<file path="src/rtl/adder_sum_accumulator_if.sv">
// Handshake bundle between a 4-bit adder source, the batch accumulator and its consumer.
interface adder_sum_accumulator_if #(
  parameter int ACC_W = 8
);
  logic [3:0]       sum;
  logic             cout;
  logic             in_valid;
  logic             in_ready;
  logic             clear;
  logic [ACC_W-1:0] acc;
  logic             overflow;
  logic             out_valid;
  logic             out_ready;

  modport master (
    output sum, cout, in_valid, clear, out_ready,
    input  in_ready, acc, overflow, out_valid
  );

  modport slave (
    input  sum, cout, in_valid, clear, out_ready,
    output in_ready, acc, overflow, out_valid
  );
endinterface

</file>
<file path="src/rtl/adder_sum_accumulator.sv">
// Sums COUNT carry-extended adder results per batch and presents the total
// with a sticky overflow flag until the consumer takes it.
module adder_sum_accumulator #(
  parameter int COUNT = 4,
  parameter int ACC_W = 8
) (
  input logic                   clk,
  input logic                   rst_n,
  adder_sum_accumulator_if.slave bus
);

  typedef enum logic {COLLECT = 1'b0, PRESENT = 1'b1} state_t;

  state_t           r_state;
  state_t           w_state_next;
  logic [ACC_W-1:0] r_acc;
  logic [3:0]       r_cnt;
  logic             r_ovf;
  logic             w_in_ready;
  logic             w_out_valid;
  logic             w_accept;
  logic             w_last;
  logic             w_handoff;
  logic [ACC_W-1:0] w_operand;
  logic [ACC_W:0]   w_sum_wide;

  // Top bit of the result is the carry out of the accumulator width.
  function automatic logic [ACC_W:0] f_add_wide(input logic [ACC_W-1:0] a,
                                                input logic [ACC_W-1:0] b);
    return {1'b0, a} + {1'b0, b};
  endfunction

  assign w_operand  = ACC_W'({bus.cout, bus.sum});
  assign w_sum_wide = f_add_wide(r_acc, w_operand);
  assign w_accept   = bus.in_valid && w_in_ready;
  assign w_last     = (r_cnt == 4'(COUNT - 1));
  assign w_handoff  = (r_state == PRESENT) && bus.out_ready;

  always_ff @(posedge clk or negedge rst_n) begin
    if (!rst_n) r_state <= COLLECT;
    else        r_state <= w_state_next;
  end

  always_comb begin
    w_state_next = r_state;
    if (bus.clear) begin
      w_state_next = COLLECT;
    end else begin
      case (r_state)
        COLLECT: if (w_accept && w_last) w_state_next = PRESENT;
        PRESENT: if (bus.out_ready)      w_state_next = COLLECT;
        default:                         w_state_next = COLLECT;
      endcase
    end
  end

  always_comb begin
    w_in_ready  = (r_state == COLLECT);
    w_out_valid = (r_state == PRESENT);
  end

  // Accumulate stage: clear beats handoff, handoff beats accept.
  always_ff @(posedge clk or negedge rst_n) begin
    if (!rst_n) begin
      r_acc <= '0;
      r_cnt <= '0;
      r_ovf <= 1'b0;
    end else if (bus.clear || w_handoff) begin
      r_acc <= '0;
      r_cnt <= '0;
      r_ovf <= 1'b0;
    end else if (w_accept) begin
      r_acc <= w_sum_wide[ACC_W-1:0];
      r_cnt <= r_cnt + 4'd1;
      r_ovf <= r_ovf | w_sum_wide[ACC_W];
    end
  end

  assign bus.in_ready  = w_in_ready;
  assign bus.out_valid = w_out_valid;
  assign bus.acc       = r_acc;
  assign bus.overflow  = r_ovf;

endmodule

</file>
<file path="src/flat_wrapper.sv">
// flat-port wrapper written by rule: the top's interface ports become plain ports
module adder_sum_accumulator_flat 
#(
  parameter int COUNT = 4,
  parameter int ACC_W = 8
)
  (clk, rst_n, bus_sum, bus_cout, bus_in_valid, bus_clear, bus_out_ready, bus_in_ready, bus_acc, bus_overflow, bus_out_valid);
  adder_sum_accumulator_if #(.ACC_W(ACC_W)) bus_i ();
  input logic clk;
  input logic rst_n;
  input wire logic [$bits(bus_i.sum)-1:0] bus_sum;
  input wire logic [$bits(bus_i.cout)-1:0] bus_cout;
  input wire logic [$bits(bus_i.in_valid)-1:0] bus_in_valid;
  input wire logic [$bits(bus_i.clear)-1:0] bus_clear;
  input wire logic [$bits(bus_i.out_ready)-1:0] bus_out_ready;
  output wire logic [$bits(bus_i.in_ready)-1:0] bus_in_ready;
  output wire logic [$bits(bus_i.acc)-1:0] bus_acc;
  output wire logic [$bits(bus_i.overflow)-1:0] bus_overflow;
  output wire logic [$bits(bus_i.out_valid)-1:0] bus_out_valid;
  assign bus_i.sum = bus_sum;
  assign bus_i.cout = bus_cout;
  assign bus_i.in_valid = bus_in_valid;
  assign bus_i.clear = bus_clear;
  assign bus_i.out_ready = bus_out_ready;
  assign bus_in_ready = bus_i.in_ready;
  assign bus_acc = bus_i.acc;
  assign bus_overflow = bus_i.overflow;
  assign bus_out_valid = bus_i.out_valid;
  adder_sum_accumulator #(.COUNT(COUNT), .ACC_W(ACC_W)) u_core (.clk(clk), .rst_n(rst_n), .bus(bus_i));
endmodule
</file>
<file path="config.mk">
export PLATFORM = sky130hd
export DESIGN_NAME = adder_sum_accumulator_flat
export DESIGN_NICKNAME = d
export VERILOG_FILES = /design/src/rtl/adder_sum_accumulator_if.sv /design/src/rtl/adder_sum_accumulator.sv /design/src/flat_wrapper.sv
export SDC_FILE = /design/constraint.sdc
export NUM_CORES = 1
export LEC_CHECK = 0
export ABC_AREA = 1
export CORE_MARGIN = 4
export CORE_UTILIZATION = 48
export CTS_CLUSTER_SIZE = 14
export DETAILED_ROUTE_END_ITERATION = 6
export GPL_ROUTABILITY_DRIVEN = 0
export PLACE_DENSITY = 0.78
export RECOVER_POWER = 25
export SETUP_SLACK_MARGIN = 0.5
export SLEW_MARGIN = 20
export SYNTH_ARGS = -nofsm -noshare
export SYNTH_HDL_FRONTEND = slang
export SYNTH_SLANG_ARGS = --single-unit
</file>
<file path="constraint.sdc">
create_clock -name clk -period 2.1 [get_ports clk]
set_input_delay 0.21 -clock clk [delete_from_list [all_inputs] [get_ports clk]]
set_output_delay 0.21 -clock clk [all_outputs]
set_load 0.01 [all_outputs]
</file>
==> results of run 1 <==
## cells by family after synthesis
group / count (synthesis) / share of synthesized area, %
simple gates: 56 / 32.61
compound gates: 16 / 10.58
flops: 14 / 40.58
buf+inv: 9 / 4.204
fa+ha+maj: 7 / 11.01
xor+xnor: 1 / 1.015
## power breakdown
part	total [mW]	internal, mW	switching (mW)
sequential	0.304	0.286	0.0181
combinational	0.186	0.0903	0.0961
clock	0.148	0.0664	0.0814
## worst paths after layout
path	start	slack (ps)	to	depth (start not counted)
setup / recovery	u_core.bus.acc[0]$_DFFE_PN0P_	560	u_core.bus.acc[6]$_DFFE_PN0P_	8
hold / removal	rst_n	390	u_core.bus.acc[5]$_DFFE_PN0P_	1
setup reg to reg	u_core.bus.acc[0]$_DFFE_PN0P_	560	u_core.bus.acc[6]$_DFFE_PN0P_	8
hold reg to reg	u_core.r_cnt[3]$_DFFE_PN0P_	480	u_core.r_cnt[3]$_DFFE_PN0P_	1
max in group asynchronous	rst_n	1250	u_core.bus.acc[0]$_DFFE_PN0P_	1
min in group clk	u_core.r_cnt[3]$_DFFE_PN0P_	480	u_core.r_cnt[3]$_DFFE_PN0P_	1
## flip-flops by register name, summed over array words and instances (netlist names)
register / count
u_core.bus.out_valid: 1
u_core.bus.overflow: 1
u_core.r_cnt: 4
u_core.bus.acc: 8
## per-stage QoR
step                      worst slack, ps  total power [mW]  hold slack [ps]
after CTS                           525.6            0.6356            332.7
after floorplan                     519.0            0.4093           -85.59
final                               564.9            0.6380            393.0
after detailed placement            200.4            0.4843            457.3
after global placement              287.5            0.4779            452.1
after global routing                504.5            0.6878            420.0
## worst register-to-register path, cell delays in order, from the launching register on
cell	delay, ps
dfrtp_2	440
ha_4	170
fa_2	370
nand2_2	70
nand2_2	80
nand3_2	80
nand2_2	50
a21oi_1	120
nor2_1	50
## layer usage
layer	share of wire [%]	GRT usage [%]
met2	49	28.91
met1	44	19.78
met3	4.0	5.935
met5	0	0
met4	2.5	8.520
## cell usage in the layout (no fill, tap or decap), drive strengths merged
cell type	count
a22o	3
o21ai	5
dlygate4sd3	1
a21oi	8
dfrtp	14
clkbuf	3
nand4	1
clkdlybuf4s50	19
xnor2	1
fa	1
ha	6
or2	1
nand2	29
nand3b	2
nand3	9
buf	2
nor2	14
inv	9
## layout make-up
cell class	instances	area, um^2
clock buffer	3	22.52
timing repair buffer	22	215.2
inverter	9	36.28
fill	137	549.3
tap	25	31.28
sequential	14	351.6
multi-input combinational	80	501.7
## timing repair
| action | CTS | global route |
|---|---|---|
| setup endpoints to repair | 3 | 3 |
| pin swaps | 0 | 2 |
| cloned | 0 | 0 |
| endpoints found under the hold margin | 0 | 0 |
| gates resized for setup | 2 | 5 |
| setup buffers | 0 | 2 |
==> run_results.csv, run 1 <==
group,metric,value,unit
status,outcome,"finished clean",
grt,grt_pass1_wl,3277,um
setup_path,cp_cell_sequence,"ha_4 -> fa_2 -> nand2_2 -> nand2_2 -> nand3_2 -> nand2_2 -> a21oi_1 -> nor2_1",
yosys,synth_cells,103,
yosys,syn-cell-area,863.3,um^2
timing,fin_crit,1535,ps
floorplan,chipHeight,50.41,um
cells_and_area,antenna_cells,0,
yosys,synth_flop_cell,"dfrtp_1",
timing,setup_viol,0,
detailed_routing,drt-pass1-iter-count,4,
setup_path,crit_path_end_kind,"flop",
setup_path,critPathSlowestCell,"dfrtp_2",
yosys,yosysTopAreaCell,"dfrtp_1",
timing,slew_viol_final,0,
clocking,worstSkewPairLatency,280,ps
clocking,cts_tree,"built",
cells_and_area,synthToLayoutAreaGrowth,34.20,%
yosys,yosysSeqAreaShare,40.58,%
cells_and_area,final_cell_area,1159,um^2
clocking,cts_sinks,14,
yosys,synth_edf_count,0,
detailed_routing,drc_errors,0,
grt,overflow,0,
setup_path,critical_path.max_stage_delay,440,ps
detailed_routing,drtIter0Drc,6,
grt,grt_use_total,17.40,%
detailed_routing,ant_nets,0,
detailed_routing,vias,778,
yosys,async_flop_share,100.0,%
grt,antenna_found_initial,0,
floorplan,fp.dieArea,2541,um^2
setup_path,critPathRequiredTime,2270,ps
setup_path,cpMostUsedCell,"nand2_2",
detailed_routing,wl,1884,um
placed_design,placed_area,1095,um^2
clocking,htreeDepth,1,
cells_and_area,final_nets,147,
placed_design,post-place-cells,148,
timing,max_slew_margin,56.76,%
timing,max_slew.worst_pin.slew,646.5,ps
grt,grt_max_degree,15,
clocking,cts_buffers,3,
setup_path,worstPathMaxFanout,3,
detailed_routing,wl_per_cell,12.31,um
yosys,avgSynthCellArea,8.382,um^2
cells_and_area,postLayoutCoreUtil,67.84,%
yosys,ys_seq_elements,14,
placed_design,dpl.hpwl,1488,um
placed_design,portBuffers,20,
timing,hold_violations,0,
yosys,synthTopCellsByCount,"nand2_1, dfrtp_1, nor2_1",
timing,period_share,73.10,%
floorplan,fp.dieW,50.41,um
floorplan,initial_core_util,50.55,%
cells_and_area,layoutNonFillerInstCount,153,
cells_and_area,final_layout_size_suffix_gt1_share,17.19,%
yosys,syn-num-nets,120,
clocking,cts_max_path_buffers,2,
yosys,yosys_warnings,0,
clocking,cts_hold_buf,0,
timing,fin_tns_setup,0,ps
floorplan,boundaryPins,21,
timing,fin_worst_skew,6.109,ps
flow_run,drv_cap,0,
setup_path,cp-start-kind,"flop",
timing,rsz0062_at_grt,"false",
clocking,cts.reportedPaths.clkPinSlew,80,ps
power,p_leak,0.5300,nW
clocking,root_buffer,"clkbuf_4",
timing,fmax,651.4,MHz
grt,grt_pass1_vias,773,
setup_path,crit_arrival,1710,ps
setup_path,worst-path-buf-inv,0,
min_path,hp-class,"in2async",
setup_path,path_class,"reg2reg",
yosys,synth.distinct_cells,20,
detailed_routing,via_per_inst,5.085,
floorplan,core_area,1708,um^2
yosys,yosysMostFrequentCell,"nand2_1",
yosys,yosysTopAreaCellShare,40.58,%
power,power_density,550.6,nW/um^2
floorplan,row_count,15,
yosys,synth.top_cells.by_area,"dfrtp_1, nand2_1, ha_1",
setup_path,path_delay_family,"adder cells",
power,max-vdd-ir-drop,0.4556,mV
Power figures use the tool's default switching activity.
==> run 2, diff against run 1 <==
- clock period: 2.1 -> 1.5 ns (I/O delays scaled with it)
==> run 2 against run 1 <==
Against the previous run:
- the run now ends with negative setup slack left
- via count increased by 46%
- clock power up 73%
- cell count up 23%
- critical path type unchanged
- critical endpoint is now u_core.bus.acc[4]$_DFFE_PN0P_
- largest cell class unchanged
- largest power group is now combinational cells
==> run_results.csv, run 2 (synthesis gave the netlist of run 1 again) <==
group,metric,value,unit
clocking,cts_hold_buf,0,
setup_path,worst-path-buf-inv,1,
setup_path,path_class,"reg2reg",
clocking,cts_tree,"built",
grt,antenna_found_initial,0,
power,switching_share,35.70,%
min_path,hp-class,"in2async",
power,p_comb_share,43.1,%
clocking,cts_buffers,3,
detailed_routing,vias,1132,
power,max-vdd-ir-drop,0.7665,mV
floorplan,initial_core_util,50.55,%
cells_and_area,final_layout_size_suffix_gt1_share,57.06,%
setup_path,crit_arrival,1870,ps
timing,fin_ws,-157.8,ps
clocking,root_buffer,"clkbuf_4",
cells_and_area,largest_reg_flops,8,
detailed_routing,drtIter0Drc,70,
placed_design,portBuffers,20,
cells_and_area,synthToLayoutAreaGrowth,88.12,%
cells_and_area,layout_common_cells,"buf_6, buf_4, nand2_1",
grt,grt_pass1_vias,1013,
setup_path,critPathSlowestCell,"dfrtp_1",
clocking,worstSkewPairLatency,300,ps
floorplan,fp.dieArea,2541,um^2
placed_design,dpl.hpwl,1485,um
setup_path,path_delay_family,"adder cells",
timing,max_slew_margin,44.01,%
timing,rsz0062_at_grt,"true",
setup_path,cp_cell_sequence,"ha_2 -> fa_2 -> nand2_2 -> nand2_4 -> nand3_4 -> buf_4 -> nand2_1 -> o21ai_1",
floorplan,core_area,1708,um^2
status,outcome,"finished with violations",
setup_path,ff2ff_path_depth,8,
clocking,cts_sinks,14,
power,power_density,743.7,nW/um^2
timing,max_slew.worst_pin.slew,839.9,ps
setup_path,critical_path.max_stage_delay,420,ps
cells_and_area,fill_cells,45,
status,failed_checks,"negative setup slack",
setup_path,reg2reg_from,"u_core.bus.acc[0]$_DFFE_PN0P_",
power,power.internal,0.7767,mW
detailed_routing,via_per_inst,6.021,
setup_path,worstPathMaxFanout,3,
floorplan,boundaryPins,21,
clocking,htreeDepth,1,
floorplan,row_count,15,
setup_path,regToRegEndpoint,"u_core.bus.acc[4]$_DFFE_PN0P_",
cells_and_area,mostFrequentLayoutCell,"buf_6",
timing,fmax,603.2,MHz
grt,grt_pass1_wl,4809,um
grt,grt_max_degree,15,
detailed_routing,wl_per_cell,21.03,um
timing,fin_crit,1658,ps
timing,fin_worst_skew,4.205,ps
grt,overflow,0,
power,total_power,1.208,mW
clocking,cts_max_path_buffers,2,
setup_path,cp-start-kind,"flop",
floorplan,fp.dieW,50.41,um
power,clockPowerShare,21.2,%
detailed_routing,drc_errors,0,
detailed_routing,wl,3954,um
power,seqPwrFrac,35.7,%
setup_path,crit_path_end_kind,"flop",
grt,grt_use_total,25.91,%
floorplan,chipHeight,50.41,um
setup_path,critPathRequiredTime,1710,ps
detailed_routing,drt-pass1-iter-count,4,
cells_and_area,final_nets,181,
timing,setup_viol,7,
timing,period_share,110.5,%
detailed_routing,ant_nets,0,
timing,fin_tns_setup,-646.9,ps
clocking,cts.reportedPaths.clkPinSlew,100,ps
setup_path,r2r_setup_slack,-160,ps
power,p_leak,0.7780,nW
flow_run,drv_cap,0,
timing,hold_violations,0,
cells_and_area,antenna_cells,0,
power,p_sw,0.4312,mW
timing,slew_viol_final,0,
[run 2: changes by cell type in the layout (fill, tap and decap cells not counted), moves of 4 or more]
cell | previous run | this run
clkdlybuf4s50_1 | 19 | 8
nand2_1 | 24 | 17
buf_4 | 2 | 20
ha_1 | 5 | 1
a21oi_1 | 8 | 3
buf_6 | 0 | 21
a21oi_2 | 0 | 5
o21ai_0 | 5 | 0
buf_2 | 0 | 5
[run 2: worst max path at each step]
stage                                              from                       endpoint  cells past startpoint
after floorplan           u_core.bus.acc[0]$_DFFE_PN0P_  u_core.bus.acc[6]$_DFFE_PN0P_                      8
after global placement                       bus_sum[0]  u_core.bus.acc[6]$_DFFE_PN0P_                      9
after detailed placement                     bus_sum[0]  u_core.bus.acc[6]$_DFFE_PN0P_                     10
after CTS                 u_core.bus.acc[0]$_DFFE_PN0P_  u_core.bus.acc[6]$_DFFE_PN0P_                      8
after global routing      u_core.bus.acc[0]$_DFFE_PN0P_  u_core.bus.acc[4]$_DFFE_PN0P_                      8
final                     u_core.bus.acc[0]$_DFFE_PN0P_  u_core.bus.acc[4]$_DFFE_PN0P_                      8
[run 2: what timing repair did]
action,in CTS,in global routing
hold endpoints to repair,0,0
resized for setup,77,28
setup endpoints to repair,25,24
pin swaps,7,11
setup buffers,23,9
[run 2: routing by layer]
metal / vias to the layer above / global-route usage [%] / routed length, um
met5: - / 0 / 0
met4: 0 / 14.80 / 192
met3: 28 / 4.748 / 449
met2: 106 / 42.61 / 1901
met1: 535 / 31.63 / 1411
li1: 463 / - / -
[run 2: area by class of cell]
cell class              instances  area, um^2  share of cell area [%]
well taps                      25       31.28                   1.926
flip-flops and latches         14       354.1                   21.80
clock buffers                   4       26.28                   1.618
repair buffers                 56       505.5                   31.12
inverters                       9       51.30                   3.159
multi-input cells              80       655.6                   40.37
[run 2: through the flow]
step | setup WS (ps) | hold WS (ps) | cell area (um^2) | instances | utilization (%)
2_1_floorplan | 27.99 | -145.6 | 927.1 | 103 | -
3_3_place_gp | -135.7 | 447.0 | 1189 | 152 | 69.60
3_5_place_dp | -184.7 | 462.8 | 1189 | 152 | 69.60
4_1_cts | 19.71 | 170.3 | 1451 | 179 | 84.98
5_1_grt | -218.0 | 520.4 | 1624 | 188 | 95.09
6_report | -157.8 | 462.0 | 1624 | 188 | 95.09
[run 2: power groups by stage]
stage / Combinational (mW) / Clock [mW] / Sequential, mW
2_1_floorplan: 0.161 / 0 / 0.443
3_3_place_gp: 0.284 / 0 / 0.436
3_5_place_dp: 0.290 / 0 / 0.438
4_1_cts: 0.388 / 0.240 / 0.426
5_1_grt: 0.548 / 0.267 / 0.433
6_report: 0.520 / 0.256 / 0.431
==> run 3, diff against run 2 <==
- SLEW_MARGIN: 20 -> not set
==> results of run 3 <==
Final layout, timing and power as in run 2 (identical DEF).
==> edit (settings of run 1) <==
`ACC_W` is set to 8 in 3 places; all go to 10.
--- a/src/rtl/adder_sum_accumulator_if.sv
+++ b/src/rtl/adder_sum_accumulator_if.sv
@@ -1,6 +1,6 @@
 // Handshake bundle between a 4-bit adder source, the batch accumulator and its consumer.
 interface adder_sum_accumulator_if #(
-  parameter int ACC_W = 8
+  parameter int ACC_W = 10
 );
   logic [3:0]       sum;
   logic             cout;
--- a/src/rtl/adder_sum_accumulator.sv
+++ b/src/rtl/adder_sum_accumulator.sv
@@ -2,7 +2,7 @@
 // with a sticky overflow flag until the consumer takes it.
 module adder_sum_accumulator #(
   parameter int COUNT = 4,
-  parameter int ACC_W = 8
+  parameter int ACC_W = 10
 ) (
   input logic                   clk,
   input logic                   rst_n,
--- a/src/flat_wrapper.sv
+++ b/src/flat_wrapper.sv
@@ -2,7 +2,7 @@
 module adder_sum_accumulator_flat 
 #(
   parameter int COUNT = 4,
-  parameter int ACC_W = 8
+  parameter int ACC_W = 10
 )
   (clk, rst_n, bus_sum, bus_cout, bus_in_valid, bus_clear, bus_out_ready, bus_in_ready, bus_acc, bus_overflow, bus_out_valid);
   adder_sum_accumulator_if #(.ACC_W(ACC_W)) bus_i ();
Ports: changed (resized bus_acc); port bits go from 21 to 23. No check against the original RTL was run, so the function may have changed too.
==> edit against run 1 <==
  * Via count is 39% higher
  * Synthesized area is 22% higher
  * Final area is 23% higher
  * Wire length is 47% higher
  * Total power is 26% higher
  * Setup slack worse by 0.13 ns
  * Combinational power is 32% higher
  * Global-route usage is 1.5 points higher
  * Critical path depth is 5 lower
  * Clock skew is 0.0052 ns higher
  * Cell count is 34% higher
  * Sequential cell count is 2 higher
  * Highest routed layer unchanged
==> edit: results (changes against run 1) <==
.. list-table::
   :header-rows: 1

   * - Metric
     - Value
   * - Syn_nets
     - 165 (was 120)
   * - Top fanout value on the critical path
     - 2 (was 3)
   * - Global-route wire length before repair
     - 4.029 mm (was 3.277 mm)
   * - Clock-pin slew of the registers on the worst-case setup and hold paths
     - 0.11 ns (was 0.08 ns)
   * - Fraction of final layout cells with drive strength greater than 1
     - 14.61% (was 17.19%)
   * - Most common flop cell mapped by yosys
     - sky130_fd_sc_hd__dfrtp_1 (unchanged)
   * - Synthesized area per cell
     - 7.127 sq um (was 8.382 sq um)
   * - Per-cell via count in the routed design
     - 5.293 (was 5.085)
   * - Result of the run
     - finished, final reports clean (unchanged)
   * - Reported leakage power
     - 0.6926 nW (was 0.5300 nW)
   * - Top post-synthesis cells by count
     - sky130_fd_sc_hd__nand2_1 (39), sky130_fd_sc_hd__nor2_1 (24), sky130_fd_sc_hd__inv_1 (20), sky130_fd_sc_hd__dfrtp_1 (16), sky130_fd_sc_hd__nand3_1 (11) (was sky130_fd_sc_hd__nand2_1 (26), sky130_fd_sc_hd__dfrtp_1 (14), sky130_fd_sc_hd__nor2_1 (11), sky130_fd_sc_hd__a21oi_1 (8))
   * - Synth top area cells
     - sky130_fd_sc_hd__dfrtp_1 (38%), sky130_fd_sc_hd__nand2_1 (14%), sky130_fd_sc_hd__nor2_1 (8.5%) (was sky130_fd_sc_hd__dfrtp_1 (41%), sky130_fd_sc_hd__nand2_1 (11%), sky130_fd_sc_hd__ha_1 (8.7%))
   * - Kind of path behind the tightest hold check
     - flop to flop (was input pin to async pin)
   * - Antenna fix cells
     - 0 (unchanged)
   * - Via count of the first global-routing pass
     - 955 (was 773)
   * - Port buffer count
     - 22 (was 20)
   * - Global routing usage summed across all routing layers
     - 18.94% (was 17.40%)
   * - Critical-path top delay cell
     - sky130_fd_sc_hd__clkdlybuf4s50_1 (was sky130_fd_sc_hd__dfrtp_2)
   * - Sequential fraction of the synthesis area
     - 37.96% (was 40.58%)
   * - Placed Cells
     - 197 (was 148)
   * - Wire length per cell after detailed routing
     - 13.48 um (was 12.31 um)
   * - Cell variety after synth
     - 25 (was 20)
   * - Worst IR Drop VDD
     - 0.4882 mV (was 0.4556 mV)
   * - Post-Route WL
     - 2.763 mm (was 1.884 mm)
   * - Pin count of the biggest net entering global routing
     - 19 (was 15)
   * - Tightest Pin Transition
     - 0.9287 ns (was 0.6465 ns)
-- edit: worst paths after layout --
| path | end | slack, ns | cells past startpoint | startpoint |
|---|---|---|---|---|
| max | bus_acc[0] | 0.43 | 3 | u_core.bus.acc[0] |
| min | u_core.r_cnt[3] | 0.48 | 1 | u_core.r_cnt[3] |
| max reg2reg | u_core.bus.acc[8] | 0.45 | 10 | u_core.bus.acc[0] |
| min reg2reg | u_core.r_cnt[3] | 0.48 | 1 | u_core.r_cnt[3] |
| max in group asynchronous | u_core.bus.out_valid | 0.91 | 2 | rst_n |
| min in group asynchronous | u_core.bus.acc[1] | 0.56 | 2 | rst_n |
-- edit: cells by family (layout without fill, tap and decap cells) --
| group | Yosys count | after routing | share of synthesized area (%) |
|---|---|---|---|
| buffers and inverters | 24 | 54 | 9.015 |
| AND/OR/NAND/NOR | 80 | 80 | 31.91 |
| adder cells (fa/ha/maj) | 7 | 7 | 9.015 |
| XOR/XNOR | 2 | 2 | 1.661 |
| flip-flops | 16 | 16 | 37.96 |
| AO/OA/AOI/OAI | 19 | 19 | 10.44 |
-- edit: critical path: cells and delay by family, from the launching register on --
family   cells  cell delay (ns)
buf+inv      3             0.75
flops        1             0.42
-- edit: per-layer routing --
layer / vias to the layer above / track usage (%) / routed length [um]
met5: - / 0 / 0
met4: 0 / 7.884 / 68
met3: 8 / 2.452 / 157
met2: 42 / 33.86 / 1463
met1: 509 / 22.41 / 1075
li1: 526 / - / -
-- edit: what timing repair did --
| item | in CTS | in global routing |
|---|---|---|
| buffers inserted | 2 | 2 |
| setup endpoints to repair | 1 | 6 |
| pin swaps | 1 | 0 |
| resized for setup | 0 | 11 |
-- edit: layout make-up --
type / count / area [sq um] / share of cell area (%)
Sequential cell: 16 / 401.6 / 28.13
Inverter: 22 / 82.58 / 5.784
Clock buffer: 4 / 36.28 / 2.542
Multi-Input combinational cell: 108 / 611.8 / 42.86
Timing Repair Buffer: 28 / 261.5 / 18.32
Tap cell: 27 / 33.78 / 2.366
-- edit: per-stage QoR --
stage | worst slack [ns] | instance area (sq um)
after global placement | 0.2275 | 1314
final | 0.4312 | 1428
after detailed placement | 0.1681 | 1314
after floorplan | 0.5398 | 1057
after CTS | 0.5217 | 1365
after global routing | 0.3446 | 1428
-- edit: power by group --
group          internal (W)  switching [W]
Sequential         0.000325      0.0000216
Combinational      0.000117       0.000128
Clock              0.000106       0.000107
Total              0.000548       0.000256
